File: config.mk
export PLATFORM = sky130hd
export DESIGN_NAME = pixel_loader
export DESIGN_NICKNAME = d
export VERILOG_FILES = /design/src/rtl/pixel_loader.sv
export SDC_FILE = /design/constraint.sdc
export NUM_CORES = 1
export LEC_CHECK = 0
export CORE_MARGIN = 10
export CORE_UTILIZATION = 30
export DETAILED_ROUTE_END_ITERATION = 7
export GPL_ROUTABILITY_DRIVEN = 0
export PLACE_DENSITY = 0.55
export SYNTH_ARGS = -nofsm -noshare
export SYNTH_HDL_FRONTEND = slang
export SYNTH_SLANG_ARGS = --single-unit
File: constraint.sdc
create_clock -name clk -period 2.4 [get_ports clk]
set_clock_uncertainty 0.15 [all_clocks]
set_input_delay 0.48 -clock clk [delete_from_list [all_inputs] [get_ports clk]]
set_output_delay 0.48 -clock clk [all_outputs]
set_load 0.03 [all_outputs]
File: src/rtl/pixel_loader.sv
// pixel_loader: unpacks UART bytes LSB-first into a 1-bit image RAM, pulses
// start when a full frame is written, then holds off until the core is done.
module pixel_loader #(
    parameter int unsigned BYTES_PER_FRAME = 98,
    parameter int unsigned ADDR_W          = 10,
    parameter int unsigned TIMEOUT_CYCLES  = 500000
) (
    input  logic              clk,
    input  logic              rst,
    input  logic              rx_rdy,
    input  logic [7:0]        rx_data,
    input  logic              core_done,
    output logic              ram_we,
    output logic [ADDR_W-1:0] ram_addr,
    output logic              ram_din,
    output logic              start,
    output logic              loading,
    output logic              overrun,
    output logic              frame_abort
);

    localparam int unsigned BCNT_W = (BYTES_PER_FRAME > 1) ? $clog2(BYTES_PER_FRAME) : 1;
    localparam int unsigned TMR_W  = (TIMEOUT_CYCLES > 1) ? $clog2(TIMEOUT_CYCLES) : 1;
    localparam logic [BCNT_W-1:0] LAST_BYTE = BCNT_W'(BYTES_PER_FRAME - 1);
    localparam logic [TMR_W-1:0]  TMR_LAST  = TMR_W'(TIMEOUT_CYCLES - 1);

    typedef enum logic [1:0] {
        IDLE      = 2'd0,
        SHIFT     = 2'd1,
        WAIT_CORE = 2'd2
    } state_t;

    state_t            state;
    state_t            state_nxt;
    logic [BCNT_W-1:0] byte_cnt;
    logic [2:0]        bit_cnt;
    logic [7:0]        shift_reg;
    logic [7:0]        hold_reg;
    logic              hold_valid;
    logic [TMR_W-1:0]  timer;
    logic              start_q;
    logic              abort_q;
    logic              overrun_q;
    logic              last_bit;
    logic              last_byte;

    assign last_bit  = (bit_cnt == 3'd7);
    assign last_byte = (byte_cnt == LAST_BYTE);

    // State register
    always_ff @(posedge clk) begin
        if (rst) begin
            state <= IDLE;
        end else begin
            state <= state_nxt;
        end
    end

    // Next-state decode; a byte ready at the end of a shift keeps SHIFT busy
    always_comb begin
        state_nxt = state;
        case (state)
            IDLE: begin
                if (rx_rdy) begin
                    state_nxt = SHIFT;
                end
            end
            SHIFT: begin
                if (last_bit) begin
                    if (last_byte) begin
                        state_nxt = WAIT_CORE;
                    end else if (!hold_valid && !rx_rdy) begin
                        state_nxt = IDLE;
                    end
                end
            end
            WAIT_CORE: begin
                if (core_done) begin
                    state_nxt = IDLE;
                end
            end
            default: state_nxt = IDLE;
        endcase
    end

    // Outputs decoded from registered state and datapath
    always_comb begin
        ram_we      = 1'b0;
        ram_addr    = '0;
        ram_din     = 1'b0;
        start       = start_q;
        frame_abort = abort_q;
        overrun     = overrun_q;
        loading     = (state != IDLE) || (byte_cnt != '0);
        if (state == SHIFT) begin
            ram_we   = 1'b1;
            ram_addr = ADDR_W'({byte_cnt, 3'b000}) + ADDR_W'(bit_cnt);
            ram_din  = shift_reg[0];
        end
    end

    // Datapath: shift/hold registers, counters, timeout and status flags
    always_ff @(posedge clk) begin
        if (rst) begin
            byte_cnt   <= '0;
            bit_cnt    <= '0;
            shift_reg  <= '0;
            hold_reg   <= '0;
            hold_valid <= 1'b0;
            timer      <= '0;
            start_q    <= 1'b0;
            abort_q    <= 1'b0;
            overrun_q  <= 1'b0;
        end else begin
            start_q <= 1'b0;
            abort_q <= 1'b0;
            case (state)
                IDLE: begin
                    if (rx_rdy) begin
                        shift_reg <= rx_data;
                        bit_cnt   <= '0;
                        timer     <= '0;
                    end else if (byte_cnt != '0) begin
                        if (timer == TMR_LAST) begin
                            byte_cnt <= '0;
                            timer    <= '0;
                            abort_q  <= 1'b1;
                        end else begin
                            timer <= timer + TMR_W'(1);
                        end
                    end
                end
                SHIFT: begin
                    shift_reg <= shift_reg >> 1;
                    bit_cnt   <= bit_cnt + 3'd1;
                    if (!last_bit) begin
                        if (rx_rdy) begin
                            if (hold_valid) begin
                                overrun_q <= 1'b1;
                            end else begin
                                hold_reg   <= rx_data;
                                hold_valid <= 1'b1;
                            end
                        end
                    end else if (last_byte) begin
                        // Frame complete: anything buffered belongs to no frame
                        byte_cnt   <= '0;
                        start_q    <= 1'b1;
                        hold_valid <= 1'b0;
                        if (hold_valid || rx_rdy) begin
                            overrun_q <= 1'b1;
                        end
                    end else begin
                        byte_cnt <= byte_cnt + BCNT_W'(1);
                        if (hold_valid) begin
                            shift_reg  <= hold_reg;
                            hold_valid <= 1'b0;
                            if (rx_rdy) begin
                                overrun_q <= 1'b1;
                            end
                        end else if (rx_rdy) begin
                            // Empty hold: the arriving byte goes straight in
                            shift_reg <= rx_data;
                        end
                    end
                end
                WAIT_CORE: begin
                    if (rx_rdy) begin
                        overrun_q <= 1'b1;
                    end
                end
                default: ;
            endcase
        end
    end

endmodule

==> summary by stage, run 1 <==
Cells and area
The most frequent standard cell in the layout excluding fill and tap cells is nor2_1. In the layout the commonest cells are nor2_1 (56), buf_4 (54), dfxtp_1 (51). The register with the most flip-flops in the layout has 19 of them. Of the cells placed in the final design, the portion with a size suffix greater than 1 is 0.1847. Once layout is complete, the utilization of the core stands at 0.3892.

The count of cells in the finished layout, fillers not included, comes to 535. The number of antenna diodes in the final layout is 0. From synthesis to final layout, the design area changed by 25.94%. The post-layout net count is 428.

Power
Of the total power, the clock network draws 0.235. After layout, the design draws a total of 2099 uW. The share of total power dissipated in sequential elements is 0.450. IR analysis of the VDD net gives a maximum drop of 0.0003192 V. The switching power summed over all nets is 709.1 uW. For this design the static power due to leakage is 0.001404 uW. Of the total power, the share spent switching nets is 0.3379. The total internal power is 1389 uW.

Of the total power, combinational logic draws 0.315. The power density of the placed cells is 583.6 nW/um2.

Drt
The per-cell via count in the routed design is 4.918. The first detailed-routing pass took 4 iterations. For this run, design rule violations remaining after detail routing come to 0. In this run the remaining antenna-violating nets after routing total 0.

The final layout contains routed wiring with a total length of 7126 um. The total via count after detailed routing is 2,631. The initial detailed-routing violation count is 184. After detailed routing, the average wire length per cell comes to 13.32 um.

Yosys
The share of the synthesized area in the top cell type is 0.3576. The synthesized netlist contains 54 unique library cells. The mapped netlist covers 2855 um2. The cell count after synthesis is 349. Synthesis produced a netlist with a net count of 372. During synthesis, Yosys emitted a total of 0 warnings. The mean area per synthesized cell is 8.181 um2. Of all flip-flops after synthesis, the portion carrying an async set or reset was 0. By area the synthesized netlist is led by dfxtp_1 (36%), nor2_1 (7.5%), ha_1 (4.8%). The count of flip-flops with a built-in enable after synthesis is 0.

The most used flip-flop cell after synthesis is dfxtp_1. The synthesized design contains 51 register bits. The sequential element share of the synthesized area is 0.3576. The largest total area in the synthesized netlist belongs to dfxtp_1.

Worst setup path
For flop-to-flop paths, the worst setup slack is 0.08 ns. For the worst setup path, the data required time is 2.49 ns. The worst setup path is of the reg2reg kind. The launching point of the worst reg2reg path is timer[9]. The critical path capture point type is a register. Data arrives at the worst endpoint at 2.41 ns. Counting cells, the worst reg-to-reg path comes to 6. The worst setup path is launched from a register. The end of the worst register-to-register path is byte_cnt[1].

The highest fanout seen on the critical path is 5.

Floorplanning
The site row count is 35. In this run the standard cell core region covers 9240 um2. The initial utilization of the core area, before any placement, comes to 0.3090.

The total I/O pin count is 28. Measured along the y axis, the die boundary spans 117.6 um. The die covers 13,820 um2.

Measured along the x axis, the die boundary spans 117.6 um.

CTS
CTS placed an instance of clkbuf_8 at the clock tree root. The clock insertion delay at the later pin of the skew report is 0.30 ns. Post-CTS timing repair inserted 0 buffers for setup. After clock tree synthesis, the clock-pin slew on the worst setup and hold paths is 0.09 ns. TritonCTS built the clock tree. The maximum clock insertion buffer count is 2.

The number of sinks on the clock net is 51. Buffers inserted during clock tree synthesis total 5. The maximum level of the CTS H-tree is 2.

GRT
The maximum number of pins on one net before global-route repair is 27. Across every metal layer, demand over resource in global routing totals 0.1000. The global-route congestion overflow total is 0.

The initial antenna violation count came to 0. The first global-routing pass estimated 12,030 um of wire. The number of global-route vias before repair is 2,475.

STA
The number of failing hold endpoints at the final stage is 0. For the pin with the worst max-slew slack, the measured transition is 0.5895 ns. Subtracting the final worst setup slack from the clock period gives 2.323 ns. Setup repair after global routing left no endpoint under its margin. The max-slew violation count is 0. Dividing the final minimum period by the clock period gives 0.9679.

The worst hold margin is 0.3394 ns. The worst pin sits at a relative slew slack of 0.6028. The worst path meets setup with 0.07715 ns of slack. The highest clock frequency the design can meet is 430.5 MHz. Setup violations remaining at the end of the flow were counted as 0.

Job
The tool flagged a number of max-cap violations equal to 0.

Hold path
The worst hold path passes through 2 cells. The launch point of the worst hold path is overrun. The tightest min-delay check is of the reg2reg type.

The endpoint with the worst hold slack is overrun.

Placed design
At the placement stage, the worst setup path has a slack of -0.03739 ns. Detailed placement ended at an HPWL of 5354 um. The number of port buffers is 27. Counting tap cells, the placed design contains a total of 527 instances.

Outcome
The flow ran to the end, and the final reports show no timing, DRC or antenna violations.
final cells by class:
type | count | area [um2]
sequential | 51 | 1021
clock inverter | 1 | 5.005
clock buffer | 7 | 76.32
timing repair buffer | 70 | 565.5
tap | 129 | 161.4
inverter | 6 | 22.52
multi-input combinational | 271 | 1744
fill | 934 | 5644
critical path, cell delays in order (launching register included):
cell and delay (ns):
dfxtp_1 0.33, or4b_4 0.55, nor4_4 0.27, buf_4 0.18
a31oi_4 0.09, or4b_1 0.53, a21oi_1 0.16
worst max-delay path by stage:
stage,slack (ns),cells past startpoint,from,endpoint
floorplan,0.05,6,state[1],ram_addr[0]
global placement,-0.01,6,byte_cnt[0],loading
detailed placement,-0.04,6,byte_cnt[0],loading
CTS,0.03,6,byte_cnt[1],loading
global route,0.02,6,timer[9],byte_cnt[1]
finish,0.08,6,timer[9],byte_cnt[1]
through the flow:
| step | TNS, ns | instance area (um2) |
|---|---|---|
| 3_5_place_dp | -0.03739 | 3505 |
| 2_1_floorplan | 0 | 2859 |
| 5_1_grt | 0 | 3596 |
| 6_report | 0 | 3596 |
| 4_1_cts | 0 | 3581 |
| 3_3_place_gp | -0.01331 | 3505 |
Yosys cell counts (7+ instances only):
library cell	count
a21oi_1	21
a311oi_1	7
and2_1	12
clkbuf_1	17
dfxtp_1	51
ha_1	11
mux2i_1	9
nand2_1	20
nand2b_1	11
nand3_1	15
nor2_1	57
nor2b_1	14
o21ai_0	7
o221ai_1	7
o31ai_1	7
xor2_1	9
power groups by stage:
stage | registers (uW) | logic, uW | clock network, uW
after floorplan | 965 | 433 | 0
after global placement | 963 | 658 | 0
after detailed placement | 964 | 663 | 0
after CTS | 945 | 660 | 516
after global routing | 954 | 731 | 552
final | 945 | 660 | 494
kinds of logic after synthesis:
family,after synthesis,share of synthesized area
mux,10,0.03550
xor+xnor,12,0.03681
simple gates,164,0.3028
buf+inv,27,0.03637
compound gates,74,0.1827
fa+ha+maj,11,0.04820
flops,51,0.3576
routing by layer:
layer / global-route usage / part of all wire / vias to the layer above
li1: - / - / 1356
met1: 0.1293 / 0.49 / 1228
met2: 0.1608 / 0.46 / 43
met3: 0.02590 / 0.039 / 4
met4: 0.02550 / 0.0062 / 0
met5: 0 / 0 / -
timing repair:
action	4_1_cts	5_1_grt
setup endpoints to repair	1	5
gates resized for setup	5	5
hold buffers	0	0
endpoints found under the hold margin	0	0
Note: power is estimated with default switching activity, not from simulation.
==> run 2, diff against run 1 <==
Settings changed: SETUP_SLACK_MARGIN from default to 0.4.
==> summary by stage, run 2 (synthesis gave the netlist of run 1 again) <==
Worst setup path
The critical path ends at byte_cnt[1]. The start-to-end type of the worst setup path is reg2reg. The worst register-to-register path begins at timer[5]. The type of element launching the critical path is a register. Tracing the worst setup path back leads to its startpoint at timer[5]. The critical path capture point type is a register.

The highest fanout seen on the critical path is 3 (-2). The internal reg-to-reg setup slack is 0.11 ns (+0.03 ns). The data required time at the worst endpoint is 2.51 ns (+0.02 ns). The data arrival time of the critical path is 2.40 ns (about the same). The logic depth of the worst register-to-register path came to 6 (unchanged). The end of the worst register-to-register path is byte_cnt[1].

Drt
The total detailed-routing wirelength was 8416 um (+18%). The detail-routed net length per standard cell is 15.27 um (+15%). The detailed-routing iteration count for the pre-antenna-repair pass is 4 (unchanged). The number of nets still failing antenna checks after routing is 0 (unchanged). The DRC violation count after routing is 0 (unchanged). The per-cell via count in the routed design is 5.071 (+3.1%). The initial detailed-routing violation count is 140 (-24%). The total via count after detailed routing is 2,794 (+6.2%).

STA
The max-slew headroom at the worst pin came to 0.7357 (+0.1329). The slew at the pin with the worst max-slew slack came to 0.3928 ns (-0.1967 ns). The time the worst path needs with I/O delays and setup is 2.292 ns (-0.03100 ns). The max-slew violation count is 0 (unchanged). The number of failing hold endpoints at the final stage came to 0 (unchanged). The worst hold margin came to 0.3266 ns (-0.01280 ns). The highest clock frequency the design can meet was 436.3 MHz (+1.4%). The count of endpoints failing setup in the final report was 0 (unchanged).

Setup repair after global routing could not meet its margin everywhere. The final cycle utilization of the critical path is 0.9549 (-0.01292).

CTS
The total CTS buffers is 5 (unchanged). The clock insertion delay at the later pin of the skew report is 0.32 ns (+0.02 ns). The post-CTS clock slew at the launch and capture registers of the worst setup and hold paths is 0.11 ns (+0.02 ns).

The number of sinks on the clock net is 51 (unchanged). The maximum clock insertion buffer count is 2 (unchanged). The maximum level of the CTS H-tree is 2 (unchanged). The hold buffer count at CTS came to 0 (unchanged). The clock root buffer master is clkbuf_8. The CTS tree is done.

Cells and area
The number of filler cells placed in the layout came to 903 (-3.3%). The final non-filler cell total is 551 (+3.0%). The library cell used most frequently in the layout, excluding fill and tap cells, is nor2_1.

The final standard cell area without fillers is 4197 um2 (+17%). The sequential cell area was 1032 um2 (+1.1%). The fraction of the core area covered by cells at the end of the flow is 0.4542 (+0.06500). The number of flip-flops under the largest register name is 19 (unchanged). The top cell types in the final layout, fill and taps aside, are nor2_1 (52), dfxtp_1 (44), buf_4 (44). The post-layout net count is 444 (+3.7%). The area of combinational cells with multiple inputs is 2074 um2 (+19%). The fraction of layout instances using a drive strength above 1 came to 0.3460 (+0.1612). The signed area change from the synthesized netlist to the final layout is 46.98%. The antenna diode count is 0 (unchanged).

GRT
The maximum number of pins on one net before global-route repair came to 22 (-19%). The fraction of met2 tracks used by global routing is 0.1857 (+0.02483). The global routing met3 resource utilization is 0.02590 (unchanged). The number of global-route vias before repair is 2,759 (+11%).

The global-route wire length before repair was 13,760 um (+14%). The combined global-route utilization of all metal layers is 0.1150 (+0.01495). The initial antenna violation count is 0 (unchanged). The global-route met1 utilization was 0.1460 (+0.01670). The most utilized layer in the global route result is met2. The global-route congestion overflow total was 0 (unchanged).

Power
The power density of the placed cells is 566.6 nW/um2 (-2.9%). The peak ir drop on the vdd network is 0.0002944 V (-7.8%). The total chip power is 2378 uW (+13%). The static leakage power is 0.001591 uW (+13%).

Placed design
The cell count after placement is 516 (-2.1%). The cell area reported after detailed placement is 3471 um2 (-0.96%). The number of port buffers is 27 (unchanged). The half-perimeter wire length after detailed placement is 5392 um (+0.72%).

Floorplanning
The total die area came to 13,820 um2 (unchanged). The total I/O pin count was 28 (unchanged). The chip height is 117.6 um (unchanged). The chip width is 117.6 um (unchanged).

The core box area is 9240 um2 (unchanged). The site row count is 35 (unchanged). The initial core utilization came to 0.3090 (unchanged).

Hold path
The worst hold path begins at timer[17]. The worst min-delay path category is reg2reg.

Outcome
The flow ran to the end, and the final reports show no timing, DRC or antenna violations.

Job
The max capacitance violation total was 0 (unchanged).
==> run 2: power breakdown <==
group          switching [uW]  leakage (uW)  total (uW)  internal [uW]
clock                     321     0.0000483         528            207
sequential               46.7      0.000418         955            908
combinational             476       0.00113         895            419
total                     844       0.00159        2380           1530
==> run 2: critical path, stage by stage (launching register included) <==
cell and delay (ns):
dfxtp_2 0.34, or4b_4 0.54, nor4_4 0.27, buf_4 0.18
a31oi_4 0.07, or4b_1 0.54, a21oi_1 0.15
==> run 2: area by class of cell <==
type	count	area share
clock buffer	5	0.01640
clock inverter	3	0.004472
inverter	6	0.005963
multi-input combinational	272	0.4943
sequential	51	0.2460
tap	129	0.03846
timing repair buffer	85	0.1944
==> run 2: metrics by stage <==
stage	worst slack [ns]	TNS, ns
2_1_floorplan	0.1315	0
3_3_place_gp	0.03433	0
3_5_place_dp	-0.02178	-0.02178
4_1_cts	0.1185	0
5_1_grt	0.05076	0
6_report	0.1082	0
==> run 2: worst min path at each step <==
stage,to,cells past startpoint
final,timer[17],1
after global routing,byte_cnt[4],2
after CTS,timer[17],1
after detailed placement,overrun,2
after global placement,overrun,2
after floorplan,timer[17],1
==> run 2: routing by layer <==
metal | vias to the layer above | wire, um
li1 | 1396 | -
met1 | 1348 | 3849
met2 | 43 | 4177
met3 | 7 | 298
met4 | 0 | 91
met5 | - | 0
==> run 2: repair_timing <==
item,in CTS,in global routing
resized for setup,59,54
endpoints found under the setup margin,49,58
pin swaps,5,22
gates cloned,3,2
buffers inserted,11,11
